File: src/rtl/dep_dispatch_ctrl.sv
// dep_dispatch_ctrl: serialises one engine's instructions against dependency token counters.
module dep_dispatch_ctrl #(
  parameter int INST_W = 128,
  parameter int NUM_DEP = 3,
  parameter int CNT_W = 32
) (
  input  logic                     clk,
  input  logic                     reset,
  input  logic                     inst_valid,
  output logic                     inst_ready,
  input  logic [INST_W-1:0]        inst_payload,
  input  logic [NUM_DEP-1:0]       inst_wait,
  input  logic [NUM_DEP-1:0]       inst_release,
  input  logic                     inst_last,
  input  logic [NUM_DEP*CNT_W-1:0] dep_count,
  output logic [NUM_DEP-1:0]       dep_consume,
  output logic [NUM_DEP-1:0]       dep_release,
  output logic                     exec_start,
  output logic [INST_W-1:0]        exec_inst,
  input  logic                     exec_done,
  output logic                     busy,
  output logic                     prog_done,
  output logic [31:0]              wait_cycles
);
  typedef enum logic [2:0] {IDLE, WAIT_DEP, ISSUE, EXEC, RELEASE} state_t;
  state_t state, state_n;
  logic [NUM_DEP-1:0] wait_q, rel_q, blk;
  logic last_q;
  // A channel is available only when its signed count is strictly positive.
  for (genvar i = 0; i < NUM_DEP; i++) begin : g_blk
    assign blk[i] = wait_q[i] && (dep_count[i*CNT_W+CNT_W-1] || ~|dep_count[i*CNT_W +: CNT_W]);
  end
  always_comb begin
    state_n = state;
    case (state)
      IDLE:     state_n = inst_valid ? WAIT_DEP : IDLE;
      WAIT_DEP: state_n = |blk ? WAIT_DEP : ISSUE;
      ISSUE:    state_n = EXEC;
      EXEC:     state_n = exec_done ? RELEASE : EXEC;
      RELEASE:  state_n = IDLE;
      default:  state_n = IDLE;
    endcase
  end
  // Outputs are registered from the next state so they align with the state they describe.
  always_ff @(posedge clk) begin
    if (reset) begin
      state       <= IDLE;
      wait_q      <= '0;
      rel_q       <= '0;
      last_q      <= 1'b0;
      exec_inst   <= '0;
      wait_cycles <= '0;
      prog_done   <= 1'b0;
      inst_ready  <= 1'b0;
      busy        <= 1'b0;
      exec_start  <= 1'b0;
      dep_consume <= '0;
      dep_release <= '0;
    end else begin
      state <= state_n;
      if (state == IDLE && inst_valid) begin
        exec_inst <= inst_payload;
        wait_q    <= inst_wait;
        rel_q     <= inst_release;
        last_q    <= inst_last;
        prog_done <= 1'b0;
      end
      if (state == WAIT_DEP && |blk && wait_cycles != '1) wait_cycles <= wait_cycles + 32'd1;
      if (state_n == RELEASE && last_q) prog_done <= 1'b1;
      inst_ready  <= state_n == IDLE;
      busy        <= state_n != IDLE;
      exec_start  <= state_n == ISSUE;
      dep_consume <= state_n == ISSUE ? wait_q : '0;
      dep_release <= state_n == RELEASE ? rel_q : '0;
    end
  end
endmodule

File: config.mk
export PLATFORM = sky130hd
export DESIGN_NAME = dep_dispatch_ctrl
export DESIGN_NICKNAME = d
export VERILOG_FILES = /design/src/rtl/dep_dispatch_ctrl.sv
export SDC_FILE = /design/constraint.sdc
export NUM_CORES = 1
export LEC_CHECK = 0
export ABC_AREA = 1
export CORE_AREA = 2 2 157 159
export CTS_CLUSTER_DIAMETER = 40
export CTS_CLUSTER_SIZE = 40
export DETAILED_ROUTE_END_ITERATION = 8
export DIE_AREA = 0 0 159 161
export PLACE_DENSITY = 0.72
export SYNTH_ARGS = -nofsm -noshare
export SYNTH_HDL_FRONTEND = slang
export SYNTH_SLANG_ARGS = --single-unit
File: constraint.sdc
create_clock -name clk -period 4.75 [get_ports clk]
set_input_delay 0.95 -clock clk [delete_from_list [all_inputs] [get_ports clk]]
set_output_delay 0.95 -clock clk [all_outputs]
set_load 0.1 [all_outputs]
==> parameters.txt <==
Parameter                              Value

Timing
  Final TNS setup ... 0 ns
  Relative slew slack ... 0.256
  Clk_skew ... 0.0205 ns
  Transition at the pin with the smallest max-transition slack ... 1.11 ns
  Worst hold slack across all endpoints ... 0.446 ns
  Max Fclk ... 324 MHz
  RSZ-0062 raised after global routing ... no
  Shortest period the worst path allows ... 3.09 ns
  Final setup fails ... 0
  Final-report hold violation count ... 0
  Pins over their slew limit ... 0
  Period utilization ... 0.650

Route
  Iteration count of the initial detailed-routing pass ... 5
  Post-route DRC violation count ... 0
  Routed via count divided by cell count ... 4.62
  Routed Antenna Nets ... 0
  Detailed Route Iter0 Violations ... 373
  Post-Route WL ... 26200 um
  Routed wirelength normalized by instance count ... 15.1 um
  Via count of the routed design ... 8045

Worst setup path
  Cells along the critical path ... clkdlybuf4s50_1
  Highest-delay cell along the critical path ... sky130_fd_sc_hd__clkdlybuf4s50_1
  Arrival @ worst endpoint ... 2.14 ns
  Kind of end point of the critical path ... primary output
  Maximum net fanout on the critical path ... 7
  Kind of cell adding the most delay to the critical path ... buffers and inverters
  Worst stage delay on the critical path ... 1.21 ns
  CP Buf/Inv Count ... 1
  CP Data Required Time ... 3.80 ns
  Startpoint types ... flop
  Path type of the worst setup path ... reg -> out

Floorplanning
  Die extent in y ... 161 um
  Area of the die ... 25600 um^2
  Starting utilization of the core area ... 0.309
  I/O pins ... 405
  Core region area ... 24000 um^2
  Die outline width ... 159 um
  Total number of placement rows ... 57

Synth
  Ys Warns ... 0
  Synth unique cells ... 27
  Number of cells produced by synthesis ... 1032
  Share of the synthesized netlist area taken by xor and xnor gates ... 0.0355
  Adder and majority cell fraction of the synthesized area ... 0.00169
  Sequential-to-total area share from yosys stat ... 0.486
  Number of nets in the synthesized netlist ... 1268
  Avg Cell Area, Syn ... 7.18 um^2
  Fraction of the mapped netlist area in compound gates ... 0.122
  Seq cells post-synth ... 180
  Post-synth design cell area ... 7410 um^2
  Combinational family with the most area after synthesis ... simple AND/OR/NAND/NOR gates
  Portion of netlist area occupied by mux cells ... 0
  Simple-Gate Fraction of Synth Area ... 0.302

GRT
  GRT Util Overall ... 0.200
  Final global-route overflow total ... 0
  Global-route wire length before repair ... 41400 um
  Vias in the first global route ... 7864
  Number of antenna violations at the first check in global routing ... 1
  Maximum number of pins on one net before global-route repair ... 78

Min path
  Type of the worst min-delay path ... reg -> reg

Pwr
  Largest voltage drop on the vdd net ... 0.299 mV
  Leak ... 4.57 nW
  Power density over the cells ... 423 nW/um^2
  Power Total ... 5.17 mW

Clock network
  # hold bufs at CTS ... 0
  CTS tree ... done
  H-Tree Level Count ... 4
  Clock latency of the later-clocked register in the worst-skew pair ... 0.43 ns
  Post-CTS Setup Inserts ... 0
  Number of resized instances in the post-cts repair step ... 0
  Number of buffers inserted during clock tree synthesis ... 17
  Clock tree sinks ... 180
  Clock transition at the registers of the reported paths ... 0.07 ns
  Root buffer cell ... sky130_fd_sc_hd__clkbuf_16
  Maximum root-to-sink buffer count ... 2

Place
  Placed Area ... 11700 um^2
  Port buffer count ... 404
  Final RePlAce weighted congestion ... 0.895
  Post-DP HPWL ... 19400 um

Cells and area
  Final design instance area without fill ... 12200 um^2
  Layout cell share with drive strength beyond 1 ... 0.0353
  Post-layout nets ... 1640
  Synth-to-Final Area Change ... 65.1%
  Post-Route Utilization ... 0.510
  Number of fillers in the final layout ... 2349

Status
  Result of the run ... complete, no violations

Run
  Max-Cap Viols ... 0
kinds of logic after synthesis:
group / count (synthesis)
AO/OA/AOI/OAI: 180
XOR/XNOR: 30
adder cells (fa/ha/maj): 1
buffers and inverters: 94
flip-flops: 180
AND/OR/NAND/NOR: 547
worst reg2reg max path, stage by stage (launching register included):
cell,delay [ns]
sky130_fd_sc_hd__dfxtp_1,0.44
sky130_fd_sc_hd__ha_1,0.29
sky130_fd_sc_hd__nand2_2,0.13
sky130_fd_sc_hd__nor2_4,0.17
sky130_fd_sc_hd__nand2_4,0.10
sky130_fd_sc_hd__nor2_4,0.17
sky130_fd_sc_hd__nand2_4,0.25
sky130_fd_sc_hd__nand3_4,0.42
sky130_fd_sc_hd__nand2_1,0.12
sky130_fd_sc_hd__a21oi_1,0.16
cells in the mapped netlist, drive strengths merged:
cell type / instances / share of area
inv: 36 / 0.018
ha: 1 / 0.0017
nor3: 17 / 0.014
xor2: 22 / 0.026
nand2: 124 / 0.065
clkinv: 1 / 0.00051
o21ai: 137 / 0.093
nor2: 358 / 0.18
nand3: 16 / 0.013
nor4: 1 / 0.00084
a21oi: 42 / 0.028
o21bai: 1 / 0.0010
clkbuf: 41 / 0.021
buf: 16 / 0.013
xnor2: 8 / 0.0095
nand4: 31 / 0.026
dfxtp: 180 / 0.49
stage by stage:
stage / setup slack, ns / instances
finish: 1.66 / 1740
global route: 1.58 / 1740
CTS: 1.66 / 1739
detailed placement: 1.42 / 1709
global placement: 1.41 / 1709
floorplan: 2.29 / 1032
final timing paths:
path	startpoint	endpoint	slack, ns	depth (start not counted)
setup / recovery	wait_cycles[2]	wait_cycles[2]	1.66	1
hold / removal	rel_q[2]	dep_release[2]	0.45	2
setup reg to reg	wait_cycles[0]	wait_cycles[24]	2.45	9
hold reg to reg	rel_q[2]	dep_release[2]	0.45	2
layout make-up:
type / count / area, um^2 / share of cell area
repair buffers: 410 / 4100 / 0.335
inverters: 37 / 143 / 0.0117
clock inverters: 13 / 134 / 0.0109
multi-input cells: 758 / 3420 / 0.279
flip-flops and latches: 180 / 3600 / 0.295
clock buffers: 17 / 425 / 0.0348
well taps: 324 / 405 / 0.0331
diodes: 1 / 2.50 / 0.000205
flip-flops by register name, indices dropped and copies added, names as in the netlist:
| name | cells |
|---|---|
| inst_ready | 1 |
| wait_q | 3 |
| dep_release | 3 |
| state | 3 |
| dep_consume | 3 |
| wait_cycles | 32 |
| rel_q | 3 |
| last_q | 1 |
| prog_done | 1 |
| busy | 1 |
| exec_inst | 128 |
| exec_start | 1 |
metal layers:
layer	global-route usage	up-vias	share of wire
met5	0	-	0
met4	0.0620	0	0.027
met3	0.0760	42	0.092
met2	0.331	315	0.47
met1	0.243	3624	0.42
li1	-	4064	-
where the power goes:
part           total [mW]  switching [mW]  internal [mW]  leakage (nW)
combinational        2.06            1.52          0.539          2.81
clock                1.35           0.658          0.694         0.275
sequential           1.76          0.0841           1.67          1.48
layout by cell type (no fill, tap or decap), types with 3 or more instances in the layout:
master	netlist	layout
sky130_fd_sc_hd__nor3_2	3	3
sky130_fd_sc_hd__xor2_1	22	22
sky130_fd_sc_hd__nand2_1	121	121
sky130_fd_sc_hd__nor2_1	356	356
sky130_fd_sc_hd__a21oi_1	42	42
sky130_fd_sc_hd__dfxtp_1	180	180
sky130_fd_sc_hd__inv_6	0	6
sky130_fd_sc_hd__nand4_1	31	31
sky130_fd_sc_hd__clkbuf_16	0	17
sky130_fd_sc_hd__inv_1	34	33
sky130_fd_sc_hd__buf_4	0	5
sky130_fd_sc_hd__xnor2_1	8	8
sky130_fd_sc_hd__nor3_1	14	14
sky130_fd_sc_hd__o21ai_0	136	136
sky130_fd_sc_hd__nand3_1	14	14
sky130_fd_sc_hd__clkdlybuf4s50_1	0	404
sky130_fd_sc_hd__clkinv_4	0	3
(Power assumes the default switching activity.)
